File: config.mk
export PLATFORM = sky130hd
export DESIGN_NAME = router_pkt_tx
export DESIGN_NICKNAME = d
export VERILOG_FILES = /design/src/rtl/router_pkg.sv /design/src/rtl/router_tx_buf.sv /design/src/rtl/router_pkt_tx.sv
export SDC_FILE = /design/constraint.sdc
export NUM_CORES = 1
export LEC_CHECK = 0
export BUFFER_PORTS_ARGS = -buffer_cell sky130_fd_sc_hd__buf_2
export CAP_MARGIN = 0
export CORE_UTILIZATION = 35
export CTS_CLUSTER_SIZE = 10
export DETAILED_ROUTE_END_ITERATION = 7
export GPL_ROUTABILITY_DRIVEN = 0
export PLACE_DENSITY = 0.46
export SYNTH_ARGS = -nofsm -noshare
export SYNTH_HDL_FRONTEND = slang
export SYNTH_SLANG_ARGS = --single-unit
File: constraint.sdc
create_clock -name clk -period 3.4 [get_ports clk]
set_input_delay 0.34 -clock clk [delete_from_list [all_inputs] [get_ports clk]]
set_output_delay 0.34 -clock clk [all_outputs]
set_load 0.01 [all_outputs]
File: src/rtl/router_pkg.sv
// -----------------------------------------------------------------------------
// router_pkg
//   Shared definitions for the router packet source.
//   - tx_state_e   : transmitter FSM states
//   - ADDR_ILLEGAL : destination code that has no router output port
//   - pack_hdr()   : builds the header byte {len, addr}
// -----------------------------------------------------------------------------
package router_pkg;

   localparam int HDR_LEN_W  = 6;
   localparam int HDR_ADDR_W = 2;

   localparam logic [HDR_ADDR_W-1:0] ADDR_ILLEGAL = 2'd3;

   typedef enum logic [2:0] {
      ST_IDLE    = 3'd0,
      ST_COLLECT = 3'd1,
      ST_HEADER  = 3'd2,
      ST_PAYLOAD = 3'd3,
      ST_PARITY  = 3'd4,
      ST_GAP     = 3'd5
   } tx_state_e;

   function automatic logic [HDR_LEN_W+HDR_ADDR_W-1:0] pack_hdr(
      input logic [HDR_LEN_W-1:0]  len,
      input logic [HDR_ADDR_W-1:0] addr
   );
      return {len, addr};
   endfunction

endpackage

File: src/rtl/router_tx_buf.sv
// -----------------------------------------------------------------------------
// router_tx_buf
//   Payload store for one packet: 1 write / 1 read register array.
//   Synchronous write, asynchronous read. Contents are not reset.
// Ports:
//   clk      in   clock
//   we_i     in   write enable
//   waddr_i  in   write address
//   wdata_i  in   write data
//   raddr_i  in   read address
//   rdata_o  out  read data (combinational from raddr_i)
// -----------------------------------------------------------------------------
module router_tx_buf #(
   parameter int DATA_W = 8,
   parameter int AW     = 6
) (
   input  logic              clk,
   input  logic              we_i,
   input  logic [AW-1:0]     waddr_i,
   input  logic [DATA_W-1:0] wdata_i,
   input  logic [AW-1:0]     raddr_i,
   output logic [DATA_W-1:0] rdata_o
);

   logic [DATA_W-1:0] mem_q [2**AW];

   always_ff @(posedge clk) begin
      if (we_i) mem_q[waddr_i] <= wdata_i;
   end

   assign rdata_o = mem_q[raddr_i];

endmodule

File: src/rtl/router_pkt_tx.sv
// -----------------------------------------------------------------------------
// router_pkt_tx
//   Store-and-forward packet source for the 1x3 router input port.
//   A command {addr,len} is accepted, len payload bytes are collected into a
//   local buffer, then header {len,addr}, payload and an XOR parity byte are
//   sent back-to-back so pkt_valid never drops inside a packet.
//   All outputs are registered.
// Optional build macro:
//   ROUTER_TX_STATS_EN : adds saturating 16-bit counters pkt_cnt, err_cnt,
//                        rej_cnt (reset to 0).
// Ports:
//   clk, reset          clock, synchronous active-high reset
//   cmd_valid/ready     command handshake; cmd_addr, cmd_len command fields
//   cmd_err             1-cycle pulse, command rejected (illegal addr)
//   pl_valid/ready      payload byte handshake; pl_data payload byte
//   pkt_valid, data_out router input; byte held while busy=1
//   busy, err           router flow control and parity error flag
//   tx_busy             FSM not idle
//   tx_done             1-cycle pulse after the parity byte is accepted
//   err_seen            1-cycle pulse, err seen during the gap (once per pkt)
// -----------------------------------------------------------------------------
module router_pkt_tx
   import router_pkg::*;
#(
   parameter int DATA_W     = 8,
   parameter int LEN_W      = 6,
   parameter int GAP_CYCLES = 2
) (
   input  logic              clk,
   input  logic              reset,
   input  logic              cmd_valid,
   output logic              cmd_ready,
   input  logic [1:0]        cmd_addr,
   input  logic [LEN_W-1:0]  cmd_len,
   output logic              cmd_err,
   input  logic              pl_valid,
   output logic              pl_ready,
   input  logic [DATA_W-1:0] pl_data,
   output logic              pkt_valid,
   output logic [DATA_W-1:0] data_out,
   input  logic              busy,
   input  logic              err,
   output logic              tx_busy,
   output logic              tx_done,
   output logic              err_seen
`ifdef ROUTER_TX_STATS_EN
   ,
   output logic [15:0]       pkt_cnt,
   output logic [15:0]       err_cnt,
   output logic [15:0]       rej_cnt
`endif
);

   localparam int GAP_W = $clog2(GAP_CYCLES) + 1;

   tx_state_e         state_q, state_d;
   logic [1:0]        addr_q, addr_d;
   logic [LEN_W-1:0]  len_q, len_d;
   logic [LEN_W-1:0]  wr_ptr_q, wr_ptr_d;
   logic [LEN_W-1:0]  rd_ptr_q, rd_ptr_d;
   logic [DATA_W-1:0] par_q, par_d;
   logic [GAP_W-1:0]  gap_cnt_q, gap_cnt_d;
   logic              err_flag_q, err_flag_d;

   logic              cmd_ready_q, cmd_ready_d;
   logic              pl_ready_q, pl_ready_d;
   logic              pkt_valid_q, pkt_valid_d;
   logic [DATA_W-1:0] data_out_q, data_out_d;
   logic              cmd_err_q, cmd_err_d;
   logic              tx_done_q, tx_done_d;
   logic              err_seen_q, err_seen_d;
   logic              tx_busy_q, tx_busy_d;

   logic              buf_we;
   logic [DATA_W-1:0] buf_rdata;
   logic              cmd_hs, pl_hs, xfer;

   // Handshakes are qualified by the registered ready outputs the peer sees.
   assign cmd_hs = cmd_valid & cmd_ready_q;
   assign pl_hs  = pl_valid & pl_ready_q;
   assign xfer   = ~busy;

   router_tx_buf #(
      .DATA_W (DATA_W),
      .AW     (LEN_W)
   ) u_buf (
      .clk     (clk),
      .we_i    (buf_we),
      .waddr_i (wr_ptr_q),
      .wdata_i (pl_data),
      .raddr_i (rd_ptr_d),
      .rdata_o (buf_rdata)
   );

   always_comb begin
      state_d    = state_q;
      addr_d     = addr_q;
      len_d      = len_q;
      wr_ptr_d   = wr_ptr_q;
      rd_ptr_d   = rd_ptr_q;
      par_d      = par_q;
      gap_cnt_d  = gap_cnt_q;
      err_flag_d = err_flag_q;
      cmd_err_d  = 1'b0;
      tx_done_d  = 1'b0;
      err_seen_d = 1'b0;
      buf_we     = 1'b0;

      case (state_q)
         ST_IDLE: begin
            if (cmd_hs) begin
               if (cmd_addr == ADDR_ILLEGAL) begin
                  cmd_err_d = 1'b1;
               end else begin
                  addr_d   = cmd_addr;
                  len_d    = cmd_len;
                  par_d    = pack_hdr(cmd_len, cmd_addr);
                  wr_ptr_d = '0;
                  rd_ptr_d = '0;
                  state_d  = (cmd_len == '0) ? ST_HEADER : ST_COLLECT;
               end
            end
         end
         ST_COLLECT: begin
            if (pl_hs) begin
               buf_we   = 1'b1;
               wr_ptr_d = wr_ptr_q + LEN_W'(1);
               par_d    = par_q ^ pl_data;
               if (wr_ptr_q == len_q - LEN_W'(1)) state_d = ST_HEADER;
            end
         end
         ST_HEADER: begin
            if (xfer) state_d = (len_q == '0) ? ST_PARITY : ST_PAYLOAD;
         end
         ST_PAYLOAD: begin
            if (xfer) begin
               rd_ptr_d = rd_ptr_q + LEN_W'(1);
               if (rd_ptr_q == len_q - LEN_W'(1)) state_d = ST_PARITY;
            end
         end
         ST_PARITY: begin
            if (xfer) begin
               state_d    = ST_GAP;
               tx_done_d  = 1'b1;
               gap_cnt_d  = GAP_W'(GAP_CYCLES - 1);
               err_flag_d = 1'b0;
            end
         end
         ST_GAP: begin
            // err_flag limits the report to one pulse per packet.
            if (err && !err_flag_q) begin
               err_seen_d = 1'b1;
               err_flag_d = 1'b1;
            end
            if (gap_cnt_q == '0) state_d = ST_IDLE;
            else                 gap_cnt_d = gap_cnt_q - GAP_W'(1);
         end
         default: state_d = ST_IDLE;
      endcase

      // Outputs follow the next state so the registered copies line up with
      // the state register. Under busy nothing changes, so the byte holds.
      cmd_ready_d = (state_d == ST_IDLE);
      pl_ready_d  = (state_d == ST_COLLECT);
      pkt_valid_d = (state_d == ST_HEADER) || (state_d == ST_PAYLOAD);
      tx_busy_d   = (state_d != ST_IDLE);
      case (state_d)
         ST_HEADER:  data_out_d = pack_hdr(len_d, addr_d);
         ST_PAYLOAD: data_out_d = buf_rdata;
         ST_PARITY:  data_out_d = par_d;
         default:    data_out_d = '0;
      endcase
   end

   always_ff @(posedge clk) begin
      if (reset) begin
         state_q     <= ST_IDLE;
         addr_q      <= '0;
         len_q       <= '0;
         wr_ptr_q    <= '0;
         rd_ptr_q    <= '0;
         par_q       <= '0;
         gap_cnt_q   <= '0;
         err_flag_q  <= 1'b0;
         cmd_ready_q <= 1'b0;
         pl_ready_q  <= 1'b0;
         pkt_valid_q <= 1'b0;
         data_out_q  <= '0;
         cmd_err_q   <= 1'b0;
         tx_done_q   <= 1'b0;
         err_seen_q  <= 1'b0;
         tx_busy_q   <= 1'b0;
      end else begin
         state_q     <= state_d;
         addr_q      <= addr_d;
         len_q       <= len_d;
         wr_ptr_q    <= wr_ptr_d;
         rd_ptr_q    <= rd_ptr_d;
         par_q       <= par_d;
         gap_cnt_q   <= gap_cnt_d;
         err_flag_q  <= err_flag_d;
         cmd_ready_q <= cmd_ready_d;
         pl_ready_q  <= pl_ready_d;
         pkt_valid_q <= pkt_valid_d;
         data_out_q  <= data_out_d;
         cmd_err_q   <= cmd_err_d;
         tx_done_q   <= tx_done_d;
         err_seen_q  <= err_seen_d;
         tx_busy_q   <= tx_busy_d;
      end
   end

   assign cmd_ready = cmd_ready_q;
   assign pl_ready  = pl_ready_q;
   assign pkt_valid = pkt_valid_q;
   assign data_out  = data_out_q;
   assign cmd_err   = cmd_err_q;
   assign tx_done   = tx_done_q;
   assign err_seen  = err_seen_q;
   assign tx_busy   = tx_busy_q;

`ifdef ROUTER_TX_STATS_EN
   logic [15:0] pkt_cnt_q, err_cnt_q, rej_cnt_q;

   // Counters advance on the registered pulses and stick at all-ones.
   always_ff @(posedge clk) begin
      if (reset) begin
         pkt_cnt_q <= '0;
         err_cnt_q <= '0;
         rej_cnt_q <= '0;
      end else begin
         if (tx_done_q  && pkt_cnt_q != 16'hFFFF) pkt_cnt_q <= pkt_cnt_q + 16'd1;
         if (err_seen_q && err_cnt_q != 16'hFFFF) err_cnt_q <= err_cnt_q + 16'd1;
         if (cmd_err_q  && rej_cnt_q != 16'hFFFF) rej_cnt_q <= rej_cnt_q + 16'd1;
      end
   end

   assign pkt_cnt = pkt_cnt_q;
   assign err_cnt = err_cnt_q;
   assign rej_cnt = rej_cnt_q;
`endif

endmodule

==> flow_summary.yaml, run 1 <==
power_and_ir_drop:
  pwr-share-comb: 0.029
  sw_frac_of_total: 0.212
  leakagePower_nw: 9.75
  clkPwrFrac: 0.447
  ir_drop_v: 0.000254
  powerDensity_nw_per_um2: 498
  p_seq_frac: 0.523
  switchingPower_mw: 3.06
  p_int_mw: 11.4
floorplanning:
  core_um2: 68800
  die_x_um: 266
  die_area_um2: 70800
  start_util: 0.355
  fp.dieH_um: 266
  placement_rows: 96
  ioPinCount: 37
synthesis:
  ys_seq_area_frac: 0.670
  synth.top_cells.by_area: "edfxtp_1 (63%), nand2_1 (4.6%), dfxtp_1 (4.0%)"
  synth_top_area_cell: "edfxtp_1"
  avgSynthCellArea_um2: 12.8
  synth-main-ff-cell: "edfxtp_1"
  netlist_area_um2: 24400
  synth_edf_count: 512
  yosys-top-cells-count: "edfxtp_1 (512), nand2_1 (301), nor2_1 (150), mux2i_1 (71), buf_2 (65)"
  syn_nets: 1931
  syn_inst: 1904
  yosysWarnings: 0
  yosys.area.top_type_share: 0.630
  synth.most_common_cell: "edfxtp_1"
  ys_types: 86
  ys_ff_latch: 561
  ys_async_sr_fraction: 0
placement:
  dp_hpwl_um: 54800
  io_buffers: 36
clocking:
  cts_tree: "done"
  cts_buffers: 68
  clock_path_buffers: 3
  root_buffer: "clkbuf_16"
  cts_sinks: 561
  htreeDepth: 3
  clk_pin_slew_ns: 0.06
  clock_latency_ns: 0.60
grt:
  first_global_vias: 16500
  grt_antenna_before_repair: 0
  grt_max_degree: 65
  grt.overflow.total: 0
  grt_pass1_wl_um: 119000
  grt.total_usage: 0.234
timing:
  tightestPinTransition_ns: 0.866
  drv_slew: 0
  fin_skew_ns: 0.0264
  finalSetupViolCount: 0
  timing_hold_violations_final: 0
  slew_headroom: 0.421
  rsz0062_at_grt: "no"
  tns_ns: 0
  fin_crit_sh: 0.964
  fmax_mhz: 305
  post-route-min-period_ns: 3.28
worst_setup_path:
  cp_common_cell: "buf_4"
  cpPeakStageDelay_ns: 0.48
  worstSetupStartpointType: "register"
  crit_arrival_ns: 3.77
  reg2reg_slack_ns: 0.12
  worstSetupPathType: "reg2reg"
  r2r_cells: 10
  crit_fanout: 33
  required_ns: 3.89
  slowest_stage: "buf_4"
  timing.rr.start: "state_q[2]"
  endpoint: "data_out[7]"
  r2r-end: "data_out[7]"
  crit_start: "state_q[2]"
  critPathCaptureType: "register"
  worstPathCellList: "buf_4, nand3b_4, a21o_1, a21oi_4, buf_4, mux2i_1, a32oi_1, nand4_1, and4_1, o32ai_1"
detailed_routing:
  vias: 17200
  drc: 0
  viasPerCell: 5.65
  ant_nets: 0
  totalWireLength_um: 82500
  drt_iter0_markers: 1890
  wl_per_cell_um: 27.2
  drt-pass1-iter-count: 6
run:
  drv_cap: 0
worst_hold_path:
  hold_class: "in2reg"
final_layout:
  layout.nets: 2108
  fin_util: 0.421
  syn_to_final_growth_pct: 18.7
  antennaDiodeCount: 0
  drive_gt1_frac: 0.171
outcome:
  status: "completed"
[layout make-up]
class | count | area (um2)
Inverter | 9 | 33.8
Multi-Input combinational cell | 1193 | 7430
Timing Repair Buffer | 248 | 2090
Clock inverter | 9 | 82.6
Fill cell | 6350 | 39900
Tap cell | 931 | 1160
Clock buffer | 86 | 1810
Sequential cell | 561 | 16400
[state kept, by name, indices dropped and copies added (netlist names)]
signal / count
gap_cnt_q: 2
cmd_ready: 1
rd_ptr_q: 6
wr_ptr_q: 6
tx_done: 1
u_buf.mem_q: 512
len_q: 6
err_flag_q: 1
err_seen: 1
cmd_err: 1
par_q: 8
addr_q: 2
pl_ready: 1
tx_busy: 1
state_q: 3
pkt_valid: 1
data_out: 8
[routing by layer]
layer  wire length (um)  global-route usage
met4               2220              0.0747
met3               5080              0.0376
met5                  0                   0
met2              37100               0.357
met1              38100               0.339
[repair_timing]
action,4_1_cts,5_1_grt
resized for setup,3,8
setup buffers,0,8
hold buffers,7,0
endpoints found under the setup margin,3,8
pin swaps,0,2
hold endpoints to repair,11,0
[worst max-delay path: cells and delay by family (launching register included)]
| family | cells | cell delay [ns] |
|---|---|---|
| flops | 1 | 0.33 |
| compound gates | 4 | 1.05 |
| buf+inv | 2 | 0.66 |
| simple gates | 3 | 0.92 |
| mux | 1 | 0.19 |
[power by group through the flow]
stage	sequential [mW]	clock (mW)	combinational [mW]
6_report	7.55	6.46	0.425
5_1_grt	7.55	6.85	0.456
4_1_cts	7.55	6.62	0.421
3_5_place_dp	7.69	0	0.414
3_3_place_gp	7.69	0	0.409
2_1_floorplan	7.69	0	0.165
[metrics by stage]
stage,power (mW),hold WS (ns),instance area [um2],cells,setup WS [ns]
3_3_place_gp,8.10,0.480,26900,2927,-0.150
4_1_cts,14.6,0.0711,28900,3029,0.0109
2_1_floorplan,7.86,0.413,24400,1904,0.595
6_report,14.4,0.130,29000,3037,0.122
3_5_place_dp,8.11,0.491,26900,2927,-0.135
5_1_grt,14.9,0.117,29000,3037,0.00188
[cell families after synthesis]
family,Yosys count,share of synthesized area
fa+ha+maj,5,0.00256
buf+inv,150,0.0288
mux,74,0.0305
xor+xnor,17,0.00723
simple gates,646,0.121
compound gates,451,0.139
flops,561,0.670
[worst min path at each step]
| stage | start | endpoint | slack (ns) | depth (start not counted) |
|---|---|---|---|---|
| after floorplan | err_flag_q | err_seen | 0.41 | 1 |
| after global placement | err_flag_q | err_seen | 0.48 | 1 |
| after global routing | pl_data[6] | u_buf.mem_q[26][6] | 0.12 | 1 |
| after CTS | cmd_addr[1] | cmd_err | 0.07 | 4 |
| final | cmd_addr[1] | cmd_err | 0.13 | 4 |
| after detailed placement | err_flag_q | err_seen | 0.49 | 1 |
[cell usage in the layout (no fill, tap or decap), types with 17 or more instances in the layout]
cell	Yosys	routed
nand3_1	43	43
a211oi_1	38	38
nor2_1	150	146
buf_12	0	24
o2bb2ai_1	17	17
edfxtp_1	512	512
clkbuf_16	0	70
a221oi_1	46	46
buf_4	9	180
o21ai_0	34	34
a21oi_1	63	63
buf_2	65	36
a22oi_1	17	17
a32oi_1	29	28
mux2i_1	71	71
dfxtp_1	49	47
a31oi_1	60	60
nor3_1	17	17
and3_1	56	56
nand2_1	301	301
Note: power is estimated with default switching activity, not from simulation.
==> inputs of run 2 (changes only) <==
--- a/config.mk
+++ b/config.mk
@@ -14,4 +14,5 @@
 export PLACE_DENSITY = 0.46
 export SYNTH_ARGS = -nofsm -noshare
 export SYNTH_HDL_FRONTEND = slang
+export SYNTH_HIERARCHICAL = 1
 export SYNTH_SLANG_ARGS = --single-unit
==> flow_summary.yaml, run 2 <==
outcome:
  status: "finished, violations left"
  violations: "setup timing"
run:
  drv_cap: 0
final_layout:
  regArea_um2: 16400
  final_common_cell: "edfxtp_1"
  largest_reg_flops: 512
  drive_gt1_frac: 0.320
  antennaDiodeCount: 0
  fillers: 5669
  mostFrequentLayoutCells: "edfxtp_1 (512), buf_4 (177), mux4_2 (126)"
  regMostFlops: "u_buf/mem_q"
  syn_to_final_growth_pct: 20.5
  multi_input_area_um2: 6080
  fin_util: 0.425
  layout.nets: 1520
  final_area_um2: 27400
worst_setup_path:
  required_ns: 3.88
  worstSetupPathType: "reg2reg"
  critPathCaptureType: "register"
  worstSetupStartpointType: "register"
  crit_arrival_ns: 4.11
  crit_fanout: 17
clocking:
  root_buffer: "clkbuf_16"
  clk_pin_slew_ns: 0.05
  clock_path_buffers: 3
  clock_latency_ns: 0.60
  htreeDepth: 3
  cts_buffers: 68
  cts_tree: "done"
  cts_sinks: 561
grt:
  grt_max_degree: 50
  grt.overflow.total: 0
  first_global_vias: 12900
  grt_antenna_before_repair: 2
  grt.total_usage: 0.194
  grt_pass1_wl_um: 92100
placement:
  io_buffers: 36
  dp_worst_setup_slack_ns: -0.361
  postPlaceCellArea_um2: 25200
  dp_hpwl_um: 42100
synthesis:
  syn_inst: 1259
  ys_seq_area_frac: 0.720
  synth_edf_count: 512
  yosys.area.top_type_share: 0.677
  ys_types: 74
  synth.top_cells.by_area: "edfxtp_1 (68%), mux4_2 (12%), dfxtp_1 (4.3%)"
  netlist_area_um2: 22700
  syn_nets: 1286
  yosys-top-cells-count: "edfxtp_1 (512), mux4_2 (126), nor2_1 (109), nand2_1 (68), dfxtp_1 (49)"
  ys_ff_latch: 561
  synth.most_common_cell: "edfxtp_1"
  synth-main-ff-cell: "edfxtp_1"
  avgSynthCellArea_um2: 18.0
  synth_top_area_cell: "edfxtp_1"
  ys_async_sr_fraction: 0
  yosysWarnings: 6
timing:
  finalSetupViolCount: 8
  fmax_mhz: 276
  tightestPinTransition_ns: 0.927
  fin_crit_sh: 1.07
  fin_ws_ns: -0.228
  fin_skew_ns: 0.0222
  tns_ns: -1.37
  rsz0062_at_grt: "yes"
  slew_headroom: 0.382
  timing_hold_violations_final: 0
  drv_slew: 0
  post-route-min-period_ns: 3.63
floorplanning:
  core_um2: 64300
  fp.dieH_um: 257
  placement_rows: 93
  die_area_um2: 65900
  ioPinCount: 37
  die_x_um: 257
  start_util: 0.353
detailed_routing:
  totalWireLength_um: 63400
  drt-pass1-iter-count: 5
  drc: 0
  wl_per_cell_um: 26.6
  drt_iter0_markers: 1138
  ant_nets: 0
  viasPerCell: 5.32
  vias: 12700
power_and_ir_drop:
  ir_drop_v: 0.000370
  powerDensity_nw_per_um2: 526
  leakagePower_nw: 8.71
worst_hold_path:
  hold_class: "in2reg"
==> run 2: cell families (layout without fill, tap and decap cells) <==
kind of cell	after synthesis	count (layout)	share of synthesized area
AOI/OAI and AO/OA	124	124	0.0406
xor gates and xnor gates	17	17	0.00782
adders and majority gates	5	5	0.00275
buffers and inverters	77	342	0.0196
DFF	561	561	0.720
muxes	165	165	0.143
and+or+nand+nor	310	310	0.0663
==> run 2: report_power, final <==
group          internal, mW  total [mW]  switching [mW]
Sequential             7.54        7.55          0.0152
Combinational        0.0859       0.310           0.224
Clock                  3.83        6.54            2.72
Total                  11.5        14.4            2.96
==> run 2: stage by stage <==
stage	hold WS (ns)	power, mW	cells
3_5_place_dp	0.445	8.01	2268
4_1_cts	0.0604	14.6	2376
5_1_grt	0.0959	14.9	2379
6_report	0.0937	14.4	2379
3_3_place_gp	0.426	8.00	2268
2_1_floorplan	0.414	7.81	1259
==> run 2: timing repair <==
action	4_1_cts	5_1_grt
hold buffers	1	0
gates resized for setup	25	2
buffers inserted	6	3
hold endpoints to repair	1	0
setup endpoints to repair	8	8
pin swaps	2	1
==> run 2: final cells by class <==
cell class | count | area share
repair buffers | 232 | 0.0683
multi-input cells | 621 | 0.222
clock inverters | 9 | 0.00279
flip-flops and latches | 561 | 0.598
inverters | 9 | 0.00123
clock buffers | 92 | 0.0685
well taps | 855 | 0.0391
==> run 2: metal layers <==
| layer | global-route usage | up-vias | routed length [um] |
|---|---|---|---|
| met5 | 0 | - | 8 |
| met3 | 0.0369 | 64 | 3690 |
| li1 | - | 5534 | - |
| met4 | 0.0539 | 2 | 1030 |
| met1 | 0.273 | 6688 | 28600 |
| met2 | 0.308 | 380 | 30000 |
==> run 2: worst paths after layout <==
path	from	end	slack, ns	depth (start not counted)
worst max register to register	state_q[2]	data_out[1]	-0.23	15
worst max-delay path	state_q[2]	data_out[1]	-0.23	15
worst min register to register	err_flag_q	err_seen	0.46	1
worst min-delay path	busy	tx_done	0.09	2
==> run 2: critical path, cell delays in order, from the launching register on <==
cell,delay (ns)
dfxtp_2,0.31
or2_1,0.23
or3_4,0.39
a21oi_4,0.14
nor2_2,0.05
a21o_1,0.18
mux2_8,0.33
buf_16,0.17
buf_12,0.15
mux4_2,0.42
mux4_2,0.52
nor2_2,0.11
nor3_1,0.06
o2bb2ai_1,0.15
a22oi_1,0.19
a21oi_1,0.09
